## src/rtl/npu_host_if.sv

```systemverilog
// npu_host_if: Avalon-MM slave with the NPU control register and a host-to-loader word FIFO.
// Read data is registered (latency 1). DATA writes stall on waitrequest while the FIFO is full.

module npu_host_fifo #(
  parameter int DEPTH = 16,
  parameter int W     = 32,
  parameter int LVL_W = 5
) (
  input  logic             clk,
  input  logic             reset,
  input  logic             clr_i,
  input  logic             push_i,
  input  logic [W-1:0]     dat_i,
  input  logic             pop_i,
  output logic [W-1:0]     dat_o,
  output logic             vld_o,
  output logic             full_o,
  output logic [LVL_W-1:0] level_o
);

  localparam int PW = (DEPTH > 1) ? $clog2(DEPTH) : 1;

  logic [W-1:0]     mem_q [DEPTH];
  logic [PW-1:0]    wr_ptr_q, wr_ptr_d;
  logic [PW-1:0]    rd_ptr_q, rd_ptr_d;
  logic [LVL_W-1:0] level_q, level_d;
  logic [W-1:0]     hold_q;
  logic             do_push, do_pop;

  assign full_o  = (level_q == LVL_W'(DEPTH));
  assign vld_o   = (level_q != '0);
  assign level_o = level_q;
  assign do_push = push_i & ~full_o & ~clr_i;
  assign do_pop  = pop_i & vld_o & ~clr_i;

  // Show-ahead head; once empty, keep presenting the last word seen rather than stale RAM.
  assign dat_o = vld_o ? mem_q[rd_ptr_q] : hold_q;

  always_comb begin
    wr_ptr_d = wr_ptr_q;
    rd_ptr_d = rd_ptr_q;
    level_d  = level_q;
    if (clr_i) begin
      wr_ptr_d = '0;
      rd_ptr_d = '0;
      level_d  = '0;
    end else begin
      if (do_push) wr_ptr_d = wr_ptr_q + PW'(1);
      if (do_pop)  rd_ptr_d = rd_ptr_q + PW'(1);
      level_d = level_q + LVL_W'(do_push) - LVL_W'(do_pop);
    end
  end

  always_ff @(posedge clk) begin
    if (reset) begin
      wr_ptr_q <= '0;
      rd_ptr_q <= '0;
      level_q  <= '0;
      hold_q   <= '0;
    end else begin
      wr_ptr_q <= wr_ptr_d;
      rd_ptr_q <= rd_ptr_d;
      level_q  <= level_d;
      hold_q   <= dat_o;
    end
  end

  always_ff @(posedge clk) begin
    if (do_push) mem_q[wr_ptr_q] <= dat_i;
  end

endmodule

module npu_host_if #(
  parameter int FIFO_DEPTH = 16,
  parameter int LVL_W      = 5
) (
  input  logic        clk,
  input  logic        reset,
  input  logic        chipselect,
  input  logic [2:0]  address,
  input  logic        write,
  input  logic        read,
  input  logic [31:0] writedata,
  output logic [31:0] readdata,
  output logic        waitrequest,
  output logic [31:0] control_reg,
  output logic [31:0] load_data,
  output logic        load_valid,
  input  logic        load_ready,
  output logic        fifo_overrun
);

  localparam logic [2:0] ADDR_CONTROL = 3'd0;
  localparam logic [2:0] ADDR_DATA    = 3'd1;
  localparam logic [2:0] ADDR_STATUS  = 3'd2;
  localparam logic [2:0] ADDR_COUNT   = 3'd3;
  localparam logic [2:0] ADDR_CLEAR   = 3'd4;

  logic             sel_wr, sel_rd;
  logic             wr_ctrl, wr_data, wr_clr;
  logic             flush, push, pop;
  logic             full, empty;
  logic [LVL_W-1:0] level;
  logic [31:0]      status_word;

  logic [31:0] ctrl_q, ctrl_d;
  logic [31:0] rdata_q, rdata_d;
  logic [31:0] cnt_q, cnt_d;
  logic        ovr_q, ovr_d;

  assign sel_wr  = chipselect & write;
  assign sel_rd  = chipselect & read;
  assign wr_ctrl = sel_wr & (address == ADDR_CONTROL);
  assign wr_data = sel_wr & (address == ADDR_DATA);
  assign wr_clr  = sel_wr & (address == ADDR_CLEAR);

  // Flush wins over a concurrent pop: the popped word is dropped and not counted.
  assign flush = wr_ctrl & writedata[31];
  assign push  = wr_data & ~full;
  assign pop   = load_valid & load_ready & ~flush;
  assign empty = ~load_valid;

  assign waitrequest  = wr_data & full;
  assign readdata     = rdata_q;
  assign control_reg  = ctrl_q;
  assign fifo_overrun = ovr_q;
  assign status_word  = {16'h0, 8'(level), 5'h0, ovr_q, full, empty};

  npu_host_fifo #(
    .DEPTH (FIFO_DEPTH),
    .W     (32),
    .LVL_W (LVL_W)
  ) u_fifo (
    .clk     (clk),
    .reset   (reset),
    .clr_i   (flush),
    .push_i  (push),
    .dat_i   (writedata),
    .pop_i   (pop),
    .dat_o   (load_data),
    .vld_o   (load_valid),
    .full_o  (full),
    .level_o (level)
  );

  always_comb begin
    ctrl_d  = ctrl_q;
    cnt_d   = cnt_q;
    ovr_d   = ovr_q;
    rdata_d = rdata_q;

    if (wr_ctrl) ctrl_d = {1'b0, writedata[30:0]};

    if (flush)    cnt_d = '0;
    else if (pop) cnt_d = cnt_q + 32'd1;

    // A rejected DATA write sets the sticky flag even if a clear lands the same cycle.
    if (waitrequest)                  ovr_d = 1'b1;
    else if (wr_clr && writedata[0])  ovr_d = 1'b0;

    if (sel_rd) begin
      case (address)
        ADDR_CONTROL: rdata_d = ctrl_q;
        ADDR_STATUS:  rdata_d = status_word;
        ADDR_COUNT:   rdata_d = cnt_q;
        default:      rdata_d = 32'h0;
      endcase
    end
  end

  always_ff @(posedge clk) begin
    if (reset) begin
      ctrl_q  <= '0;
      cnt_q   <= '0;
      ovr_q   <= 1'b0;
      rdata_q <= '0;
    end else begin
      ctrl_q  <= ctrl_d;
      cnt_q   <= cnt_d;
      ovr_q   <= ovr_d;
      rdata_q <= rdata_d;
    end
  end

endmodule

```

## config.mk

```make
export PLATFORM = sky130hd
export DESIGN_NAME = npu_host_if
export DESIGN_NICKNAME = d
export VERILOG_FILES = /design/src/rtl/npu_host_if.sv
export SDC_FILE = /design/constraint.sdc
export NUM_CORES = 1
export LEC_CHECK = 0
export BUFFER_PORTS_ARGS = -buffer_cell sky130_fd_sc_hd__buf_2
export CORE_ASPECT_RATIO = 0.7
export CORE_MARGIN = 2
export CORE_UTILIZATION = 37
export DETAILED_ROUTE_END_ITERATION = 12
export PLACE_DENSITY = 0.51
export SYNTH_ARGS = -nofsm -noshare
export SYNTH_HDL_FRONTEND = slang
export SYNTH_SLANG_ARGS = --single-unit
```

## constraint.sdc

```tcl
create_clock -name clk -period 4 [get_ports clk]
set_input_delay 0.6 -clock clk [delete_from_list [all_inputs] [get_ports clk]]
set_output_delay 0.6 -clock clk [all_outputs]
set_load 0.03 [all_outputs]
```

==> impl_metrics.json <==
{
  "postCtsHoldBufs": 0,
  "max_stage_delay_ns": 0.57,
  "yosys_warnings": 0,
  "cp_max_fo": 18,
  "tightest_slew_ns": 1.20,
  "grt_pass1_wl_um": 94100,
  "globalplace.congestion": 0.828,
  "top_register": "u_fifo.mem_q",
  "setup_viol": 0,
  "tns_ns": 0,
  "crit_chain": "inv_1 -> ha_1 -> nor4b_1 -> inv_2 -> nand2b_2 -> buf_4 -> o22ai_1 -> nor2_1 -> buf_2",
  "ant_nets": 0,
  "grt_overflow": 0,
  "syn_inst": 1508,
  "synthesis.area_mm2": 0.0254,
  "hold_class": "input port to register",
  "slew_headroom": 0.195,
  "start_util": 0.373,
  "yosys_register_bits": 657,
  "endpoint_kind": "output port",
  "core_area_mm2": 0.0681,
  "clk_pin_slew_ns": 0.06,
  "fin_crit_sh": 0.916,
  "synth.distinct_cells": 47,
  "grt_pass1_vias": 13900,
  "grt_usage": 0.182,
  "dpl_cell_area_mm2": 0.0276,
  "netlist_top_cells_area": "edfxtp_1, dfxtp_1, mux4_2",
  "fin_skew_ns": 0.0208,
  "cellLeakagePower_nw": 9.68,
  "netlist.area_leader.share": 0.605,
  "cts-buffers-inserted": 66,
  "yosys.area.top_type": "edfxtp_1",
  "postSynth.asyncResetShare": 0,
  "synth_ff_type": "edfxtp_1",
  "largest_reg_flops": 512,
  "criticalPathCategory": "register to output port",
  "synth-seq-area-share": 0.719,
  "portBuffers": 138,
  "vias_per_cell": 5.27,
  "areaGrowthSynthToFinish_pct": 17.0,
  "hpwl_um": 38600,
  "holdWs_ns": 0.288,
  "dp_cells": 2523,
  "vdd_ir_drop_max_uv": 468,
  "drt_iter0_markers": 1096,
  "power_density_mw_per_mm2": 562,
  "nets": 1743,
  "rsz0062_at_grt": "no",
  "vias": 13900,
  "die_h_um": 223,
  "critical_path.endpoint": "load_data[0]",
  "avgRoutedWirePerCell_um": 24.2,
  "cts_tree": "built",
  "crit_start": "u_fifo.level_o[3]$_SDFF_PP0_",
  "r2r_setup_slack_ns": 0.76,
  "cp_top_family": "simple AND/OR/NAND/NOR gates",
  "slew_viol_final": 0,
  "htreeDepth": 3,
  "layout_min_cycle_time_ns": 3.66,
  "path_depth": 9,
  "regToRegEndpoint": "u_fifo.level_o[4]$_SDFF_PP0_",
  "cts_resized": 0,
  "critPathArrivalTime_ns": 3.06,
  "post_cts_buffers": 0,
  "antenna_found_initial": 2,
  "synth_common_cells": "edfxtp_1, nor2_1, dfxtp_1",
  "fmax_mhz": 273,
  "fp-row-count": 80,
  "clk_latency_ns": 0.61,
  "r2r-start": "u_fifo.level_o[3]$_SDFF_PP0_",
  "crit_buf_inv": 4,
  "cp_slowest_cell": "nor4b_1",
  "final_cell_area_mm2": 0.0297,
  "dr.pass1.iters": 5,
  "drv_cap": 0,
  "cts_buffer_depth": 3,
  "final_layout_size_suffix_gt1_frac": 0.298,
  "yosysMostFrequentCell": "edfxtp_1",
  "drcViolationCount": 0,
  "synth_edf_count": 512,
  "critPathLaunchType": "register",
  "status": "completed",
  "n_antenna_cell": 0,
  "wl_um": 64000,
  "grt_max_degree": 66,
  "die_area_mm2": 0.0708,
  "cts-root-buf": "clkbuf_16",
  "nFillCells": 6021,
  "synth_fp_nets": 1562,
  "finalPower_mw": 16.7,
  "cts_sinks": 657,
  "r2r_cells": 13,
  "hold_viol_final": 0,
  "io_pins": 140,
  "synth.avg_cell_area_um2": 16.8,
  "cp.required_ns": 3.40,
  "die_w_um": 317,
  "final_cells": 2643
}
[metal layers]
layer	global-route usage	wire length [µm]	vias to the layer above
li1	-	-	6251
met1	0.275	31000	7269
met2	0.278	29300	324
met3	0.0289	2770	72
met4	0.0413	992	2
met5	0	13	-
[how the worst min path moves through the flow]
stage                                    from                   endpoint  cells after the start
detailed placement  readdata[31]$_SDFFE_PP0P_  readdata[31]$_SDFFE_PP0P_                      2
CTS                                      read  readdata[31]$_SDFFE_PP0P_                      3
global placement    readdata[31]$_SDFFE_PP0P_  readdata[31]$_SDFFE_PP0P_                      2
global route                             read  readdata[31]$_SDFFE_PP0P_                      3
finish                                   read  readdata[31]$_SDFFE_PP0P_                      3
floorplan              cnt_q[31]$_SDFFE_PP0N_  readdata[31]$_SDFFE_PP0P_                      2
[tightest hold or removal path: stages]
cell and delay (ns):
buf_2 0.11, nand4_1 0.08, a21oi_1 0.06
[power by group]
group	switching, mW	total [mW]	internal (mW)	leakage [nW]
sequential	0.137	7.67	7.54	5.78
combinational	2.04	2.90	0.862	2.85
clock	2.61	6.13	3.53	1.04
[per-stage QoR]
stage,util,setup slack (ns)
final,0.437,0.335
after global routing,0.437,0.179
after CTS,0.437,0.277
after detailed placement,0.405,0.789
after global placement,0.405,0.771
after floorplan,-,0.588
[cells by family (layout without fill, tap and decap cells)]
logic type / Yosys count / in the layout / synth area share
flip-flops: 657 / 657 / 0.719
AND/OR/NAND/NOR: 350 / 350 / 0.0613
multiplexers: 196 / 196 / 0.144
AO/OA/AOI/OAI: 156 / 156 / 0.0409
buffers and inverters: 102 / 335 / 0.0167
XOR/XNOR: 33 / 33 / 0.0114
adder cells (fa/ha/maj): 13 / 13 / 0.00670
other: 1 / 1 / 0.000148
[layout by cell type, fill, tap and decap left out, types with 3 or more instances in the layout]
cell type	n
a21oi_1	45
a22o_1	31
a22oi_1	31
and2_1	3
and3_1	4
buf_12	8
buf_2	137
buf_4	55
bufinv_16	3
clkbuf_1	13
clkbuf_16	70
clkbuf_8	6
clkinv_1	15
clkinv_2	4
dfxtp_1	142
dfxtp_4	3
edfxtp_1	512
ha_1	12
inv_1	13
inv_6	4
mux2_2	67
mux4_2	128
nand2_1	91
nand3_1	15
nand4_1	18
nor2_1	137
nor2_4	12
nor3_1	36
nor3_2	4
nor3_4	4
nor4_1	3
o21ai_0	13
o22ai_1	32
or3_1	8
xnor2_1	10
xor2_1	23
[area by class of cell]
type                    count  area (µm²)  share of cell area
clock buffers              91        1890              0.0637
well taps                 902        1130              0.0380
flip-flops and latches    657       18300               0.615
repair buffers            200        1260              0.0423
multi-input cells         749        6860               0.231
clock inverters            29         245             0.00825
inverters                  15        57.6             0.00194
Note: power is estimated with default switching activity, not from simulation.
